[src/rtl/rr_mux_sel_arbiter_pkg.sv]
// Shared types and constants for the round-robin mux-select arbiter.
// Consumed by the interface, the pick sub-module and the top level.
package rr_arb_pkg;

    localparam int N_SRC = 4;
    localparam int SEL_W = 2;

    typedef enum logic {
        ST_IDLE,
        ST_GRANT
    } arb_state_t;

    function automatic logic [N_SRC-1:0] onehot4(input logic [SEL_W-1:0] sel);
        return N_SRC'(1) << sel;
    endfunction

endpackage

[src/rtl/rr_mux_sel_arbiter_if.sv]
// Request/select bundle between the four sources, the arbiter and the 4:1 mux.
// xfer_count exists only when RR_XFER_COUNT_EN is defined.
interface rr_mux_sel_arbiter_if;
    import rr_arb_pkg::*;

    logic [N_SRC-1:0] req;
    logic             out_ready;
    logic [SEL_W-1:0] sel;
    logic [N_SRC-1:0] grant;
    logic             gnt_valid;
    logic [N_SRC-1:0] done;
    logic             timeout;
`ifdef RR_XFER_COUNT_EN
    logic [15:0]      xfer_count;

    modport master (
        output req, out_ready,
        input  sel, grant, gnt_valid, done, timeout, xfer_count
    );

    modport slave (
        input  req, out_ready,
        output sel, grant, gnt_valid, done, timeout, xfer_count
    );
`else
    modport master (
        output req, out_ready,
        input  sel, grant, gnt_valid, done, timeout
    );

    modport slave (
        input  req, out_ready,
        output sel, grant, gnt_valid, done, timeout
    );
`endif

endinterface

[src/rtl/rr_mux_sel_arbiter_pick4.sv]
// Combinational round-robin pick: first set request bit at ptr, ptr+1, ... (mod 4).
module rr_pick4
    import rr_arb_pkg::*;
(
    input  logic [N_SRC-1:0] req,
    input  logic [SEL_W-1:0] ptr,
    output logic [SEL_W-1:0] pick,
    output logic             found
);

    always_comb begin
        logic [SEL_W-1:0] idx;
        // NOTE: every output is given a default before any branch so no path infers a latch.
        pick  = ptr;
        found = 1'b0;
        idx   = '0;
        // Scan from farthest to nearest so the closest-to-ptr hit is written last and wins.
        for (int k = N_SRC - 1; k >= 0; k--) begin
            idx = ptr + SEL_W'(k);
            if (req[idx]) begin
                pick  = idx;
                found = 1'b1;
            end
        end
    end

endmodule

[src/rtl/rr_mux_sel_arbiter.sv]
// Round-robin arbiter driving the 2-bit select of the downstream 4:1 mux.
// Optional accepted-transfer counter enabled by RR_XFER_COUNT_EN.
module rr_mux_sel_arbiter
    import rr_arb_pkg::*;
#(
    parameter int MAX_HOLD = 0
) (
    input  logic                 clk,
    input  logic                 rst,
    rr_mux_sel_arbiter_if.slave  bus
);

    localparam int HOLD_W = (MAX_HOLD > 1) ? $clog2(MAX_HOLD) : 1;

    arb_state_t       state_q, state_d;
    logic [SEL_W-1:0] ptr_q, ptr_d;
    logic [SEL_W-1:0] sel_q, sel_d;
    logic [N_SRC-1:0] grant_q, grant_d;
    logic             valid_q, valid_d;
    logic             timeout_q, timeout_d;
    logic [HOLD_W-1:0] hold_q, hold_d;

    logic [SEL_W-1:0] idle_pick, rearb_pick, next_ptr;
    logic             idle_found, rearb_found;
    logic [N_SRC-1:0] rearb_req;
    logic             xfer, expire, release_now;

    assign next_ptr  = sel_q + SEL_W'(1);
    assign rearb_req = bus.req & ~onehot4(sel_q);

    rr_pick4 u_pick_idle (
        .req   (bus.req),
        .ptr   (ptr_q),
        .pick  (idle_pick),
        .found (idle_found)
    );

    // Re-arbitration already sees the advanced pointer and excludes the source just served.
    rr_pick4 u_pick_rearb (
        .req   (rearb_req),
        .ptr   (next_ptr),
        .pick  (rearb_pick),
        .found (rearb_found)
    );

    assign xfer        = (state_q == ST_GRANT) && bus.out_ready;
    assign expire      = (MAX_HOLD > 0) && (state_q == ST_GRANT) && !bus.out_ready
                         && (hold_q == HOLD_W'(MAX_HOLD - 1));
    assign release_now = xfer || expire;

    always_comb begin
        state_d   = state_q;
        ptr_d     = ptr_q;
        sel_d     = sel_q;
        grant_d   = grant_q;
        valid_d   = valid_q;
        timeout_d = 1'b0;
        hold_d    = hold_q;
        case (state_q)
            ST_IDLE: begin
                grant_d = '0;
                valid_d = 1'b0;
                if (idle_found) begin
                    sel_d   = idle_pick;
                    grant_d = onehot4(idle_pick);
                    valid_d = 1'b1;
                    hold_d  = '0;
                    state_d = ST_GRANT;
                end
            end
            ST_GRANT: begin
                if (release_now) begin
                    ptr_d     = next_ptr;
                    timeout_d = expire;
                    hold_d    = '0;
                    if (rearb_found) begin
                        sel_d   = rearb_pick;
                        grant_d = onehot4(rearb_pick);
                        valid_d = 1'b1;
                    end else begin
                        grant_d = '0;
                        valid_d = 1'b0;
                        state_d = ST_IDLE;
                    end
                end else if (MAX_HOLD > 0) begin
                    hold_d = hold_q + HOLD_W'(1);
                end
            end
            default: state_d = ST_IDLE;
        endcase
    end

    // NOTE: state registers use non-blocking assignments; reset is synchronous, so it is just the first branch.
    always_ff @(posedge clk) begin
        if (rst) begin
            state_q   <= ST_IDLE;
            ptr_q     <= '0;
            sel_q     <= '0;
            grant_q   <= '0;
            valid_q   <= 1'b0;
            timeout_q <= 1'b0;
            hold_q    <= '0;
        end else begin
            state_q   <= state_d;
            ptr_q     <= ptr_d;
            sel_q     <= sel_d;
            grant_q   <= grant_d;
            valid_q   <= valid_d;
            timeout_q <= timeout_d;
            hold_q    <= hold_d;
        end
    end

    assign bus.sel       = sel_q;
    assign bus.grant     = grant_q;
    assign bus.gnt_valid = valid_q;
    assign bus.timeout   = timeout_q;
    assign bus.done      = grant_q & {N_SRC{valid_q & bus.out_ready}};

`ifdef RR_XFER_COUNT_EN
    logic [15:0] xfer_count_q;

    always_ff @(posedge clk) begin
        if (rst) begin
            xfer_count_q <= '0;
        end else if (xfer) begin
            xfer_count_q <= xfer_count_q + 16'd1;
        end
    end

    assign bus.xfer_count = xfer_count_q;
`endif

endmodule
[src/flat_wrapper.sv]
// flat-port wrapper written by rule: the top's interface ports become plain ports
module rr_mux_sel_arbiter_flat import rr_arb_pkg::*;
#(
    parameter int MAX_HOLD = 0
)
  (clk, rst, bus_req, bus_out_ready, bus_sel, bus_grant, bus_gnt_valid, bus_done, bus_timeout);
  rr_mux_sel_arbiter_if bus_i ();
  input  logic clk;
  input  logic rst;
  input wire logic [$bits(bus_i.req)-1:0] bus_req;
  input wire logic [$bits(bus_i.out_ready)-1:0] bus_out_ready;
  output wire logic [$bits(bus_i.sel)-1:0] bus_sel;
  output wire logic [$bits(bus_i.grant)-1:0] bus_grant;
  output wire logic [$bits(bus_i.gnt_valid)-1:0] bus_gnt_valid;
  output wire logic [$bits(bus_i.done)-1:0] bus_done;
  output wire logic [$bits(bus_i.timeout)-1:0] bus_timeout;
  assign bus_i.req = bus_req;
  assign bus_i.out_ready = bus_out_ready;
  assign bus_sel = bus_i.sel;
  assign bus_grant = bus_i.grant;
  assign bus_gnt_valid = bus_i.gnt_valid;
  assign bus_done = bus_i.done;
  assign bus_timeout = bus_i.timeout;
  rr_mux_sel_arbiter #(.MAX_HOLD(MAX_HOLD)) u_core (.clk(clk), .rst(rst), .bus(bus_i));
endmodule
[config.mk]
export PLATFORM = sky130hd
export DESIGN_NAME = rr_mux_sel_arbiter_flat
export DESIGN_NICKNAME = d
export VERILOG_FILES = /design/src/rtl/rr_mux_sel_arbiter_pkg.sv /design/src/rtl/rr_mux_sel_arbiter_if.sv /design/src/rtl/rr_mux_sel_arbiter_pick4.sv /design/src/rtl/rr_mux_sel_arbiter.sv /design/src/flat_wrapper.sv
export SDC_FILE = /design/constraint.sdc
export NUM_CORES = 1
export LEC_CHECK = 0
export ABC_AREA = 1
export CORE_ASPECT_RATIO = 0.6
export CORE_UTILIZATION = 40
export CTS_BUF_LIST = sky130_fd_sc_hd__clkbuf_4
export CTS_CLUSTER_DIAMETER = 40
export DETAILED_ROUTE_END_ITERATION = 10
export PLACE_DENSITY = 0.7
export SLEW_MARGIN = 10
export SYNTH_ARGS = -nofsm -noshare
export SYNTH_HDL_FRONTEND = slang
export SYNTH_SLANG_ARGS = --single-unit
[constraint.sdc]
create_clock -name clk -period 2.5 [get_ports clk]
set_input_delay 0.5 -clock clk [delete_from_list [all_inputs] [get_ports clk]]
set_output_delay 0.5 -clock clk [all_outputs]
set_load 0.01 [all_outputs]
==> run_results.csv <==
group,metric,value,unit
outcome,status,"finished, final reports clean",
global_routing,antenna_found_initial,0,
clocking,h-tree-depth,1,
logic_synthesis,synthCells,178,
logic_synthesis,synth_area_leaders,"nand2_1 (21%), dfxtp_1 (20%), nand3_1 (11%), inv_1 (7.3%), o21ai_0 (5.9%)",
floorplan,die_w,67.3,um
routing,dr_wl_met3,151,um
setup_path,worstSetupEndpointType,"output port",
hold_path,hold_path_depth,2,
setup_path,reg2reg_depth,13,
sta,clock_skew,0.00113,ns
routing,vias,1146,
layout,layout_common_cells,"nand2_1 (56), nand3_1 (22), inv_1 (20), clkdlybuf4s50_1 (17), nor2_1 (14)",
hold_path,whs_endpoint,"u_core.ptr_q[1]$_SDFFE_PP0P_",
routing,post_drt_wl_per_cell,11.7,um
sta,rsz0062_at_grt,"false",
pwr,p_leak,0.595,nW
sta,slew_viol_final,0,
logic_synthesis,yosysWarningCount,0,
clocking,clkTransAtPathRegs,0.06,ns
routing,wl_met1,1360,um
logic_synthesis,synth_seq_cells,10,
routing,dr.pass1.iters,4,
clocking,cts_root_buf,"clkbuf_4",
setup_path,r2r_end,"u_core.bus.gnt_valid$_SDFFE_PP0P_",
layout,final_nets,209,
routing,route.met2.wl,1120,um
global_routing,grt_pass1_wl,4220,um
setup_path,worstPathArrival,1.76,ns
logic_synthesis,synth_area_leader_cell,"nand2_1",
logic_synthesis,syn_area,1020,sq um
floorplan,num_rows,13,
logic_synthesis,synthesis.nets,189,
place,dpl.hpwl,2170,um
routing,drt-initial-drc-count,79,
setup_path,worst-path-max-fanout,4,
global_routing,grt_pass1_vias,895,
setup_path,r2r-start,"u_core.bus.sel[0]$_SDFFE_PP0P_",
pwr,pwr-share-comb,0.702,
routing,highest_layer,"met4",
hold_path,min_from,"u_core.ptr_q[1]$_SDFFE_PP0P_",
floorplan,core,2290,sq um
pwr,p_clk_frac,0.095,
layout,postLayoutCoreUtil,0.537,
logic_synthesis,ys_seq_area_frac,0.196,
floorplan,initial_core_util,0.446,
hold_path,hp-class,"reg -> reg",
floorplan,io_pins,19,
clocking,cts_buffer_depth,2,
sta,fin_crit,2.26,ns
sta,finalCritPeriodShare,0.904,
pwr,switchingPower,619,uW
global_routing,grtUsageTotal,0.214,
pwr,switching_share,0.530,
pwr,p_seq_frac,0.204,
global_routing,grt_start_max_net_pins,12,
sta,final-hold-violation-count,0,
run,max-cap-violations,0,
pwr,finalPower,1.17,mW
floorplan,die_area,2770,sq um
setup_path,ff2ff_setup_slack,0.36,ns
place,gp_congestion,0.925,
setup_path,required,2.00,ns
clocking,postCtsSetupBuffers,0,
layout,diodes,0,
pwr,p_int,548,uW
floorplan,die_h,41.2,um
layout,final_common_cell,"nand2_1",
routing,postRouteAntennaNets,0,
clocking,clkSinkCount,10,
sta,setup_viol_count_final,0,
place,buffer_ports.inserted,17,
logic_synthesis,synth.avg_cell_area,5.75,sq um
routing,post_drt_via_cell_ratio,5.07,
global_routing,grt-ovfl-total,0,
logic_synthesis,synth_top_area_frac,0.205,
sta,max_freq,0.443,GHz
pwr,p_per_area,948,nW/um^2
clocking,cts_made_buffers,3,
setup_path,startpoint_type,"input pin",
layout,area_delta_synth_final,20.3,%
sta,tns,0,ns
clocking,cts_resized,0,
clocking,insertion_delay,0.27,ns
layout,fill_cells,222,
routing,routed_wl,2650,um
routing,remaining_drc_errors,0,
layout,drive_above_1_share,0.122,
pwr,vdd_ir_drop_max,0.539,mV
clocking,cts_tree,"built",
clocking,hold_buffers,0,
setup_path,path_class,"in -> out",
logic_synthesis,synth.distinct_cells,22,
==> layout make-up <==
cell class,count,area (sq um),share of cell area
Inverter,24,97.6,0.0793
Multi-Input combinational cell,141,696,0.565
Clock buffer,3,22.5,0.0183
Tap cell,30,37.5,0.0305
Sequential cell,10,200,0.163
Timing Repair Buffer,18,178,0.144
==> synthesized netlist by cell type <==
cell type,count
o21ai_1,2
o21ai_0,12
conb_1,1
nand3_2,4
or2_1,1
nand2_2,8
o21ai_2,1
inv_8,1
a31oi_1,1
a21oi_2,2
dfxtp_1,10
nor2_2,1
ha_1,4
nand3_1,22
nand4_1,3
inv_2,3
buf_4,1
nor2_1,14
a21oi_1,9
buf_6,2
inv_1,20
nand2_1,56
==> flip-flops by register name, summed over array words and instances (netlist names) <==
name / cells
u_core.bus.grant: 4
u_core.state_q: 1
u_core.bus.sel: 2
u_core.ptr_q: 2
u_core.bus.gnt_valid: 1
==> per-layer routing <==
metal  vias up  GRT usage
li1        608          -
met1       505      0.326
met2        31      0.308
met3         2     0.0417
met4         0     0.0319
met5         -          0
==> logic make-up (layout without fill, tap and decap cells) <==
kind of cell | after synthesis | count (layout) | synth area share
AO/OA/AOI/OAI | 27 | 27 | 0.144
other | 1 | 1 | 0.00366
adder cells (fa/ha/maj) | 4 | 4 | 0.0489
flip-flops | 10 | 10 | 0.196
AND/OR/NAND/NOR | 109 | 109 | 0.483
buffers and inverters | 27 | 45 | 0.125
==> worst max path at each step <==
stage,from,end,depth (start not counted),slack (ns)
after floorplan,u_core.bus.sel[0]$_SDFFE_PP0P_,u_core.bus.gnt_valid$_SDFFE_PP0P_,14,0.54
after global placement,bus_out_ready,bus_done[1],4,0.27
after detailed placement,bus_out_ready,bus_done[1],4,0.24
after CTS,bus_out_ready,bus_done[1],4,0.24
after global routing,bus_out_ready,bus_done[3],4,0.15
final,bus_out_ready,bus_done[3],4,0.24
==> critical path, cell delays in order <==
cell and delay [ns]:
clkdlybuf4s50_1 0.50, nand2_1 0.11, nor2_1 0.11, clkdlybuf4s50_1 0.54
==> power by group through the flow <==
stage | sequential [mW] | clock (mW) | combinational [mW]
6_report | 0.238 | 0.110 | 0.819
5_1_grt | 0.244 | 0.124 | 0.918
4_1_cts | 0.237 | 0.114 | 0.808
3_5_place_dp | 0.241 | 0 | 0.804
3_3_place_gp | 0.242 | 0 | 0.777
2_1_floorplan | 0.244 | 0 | 0.600
==> metrics by stage <==
| stage | cells | area (sq um) | worst slack [ns] | hold WS, ns |
|---|---|---|---|---|
| detailed placement | 223 | 1210 | 0.239 | 0.547 |
| global route | 226 | 1230 | 0.154 | 0.584 |
| global placement | 223 | 1210 | 0.267 | 0.540 |
| CTS | 226 | 1230 | 0.238 | 0.559 |
| floorplan | 178 | 1020 | 0.544 | 0.503 |
| finish | 226 | 1230 | 0.241 | 0.565 |
Note: power is estimated with default switching activity, not from simulation.
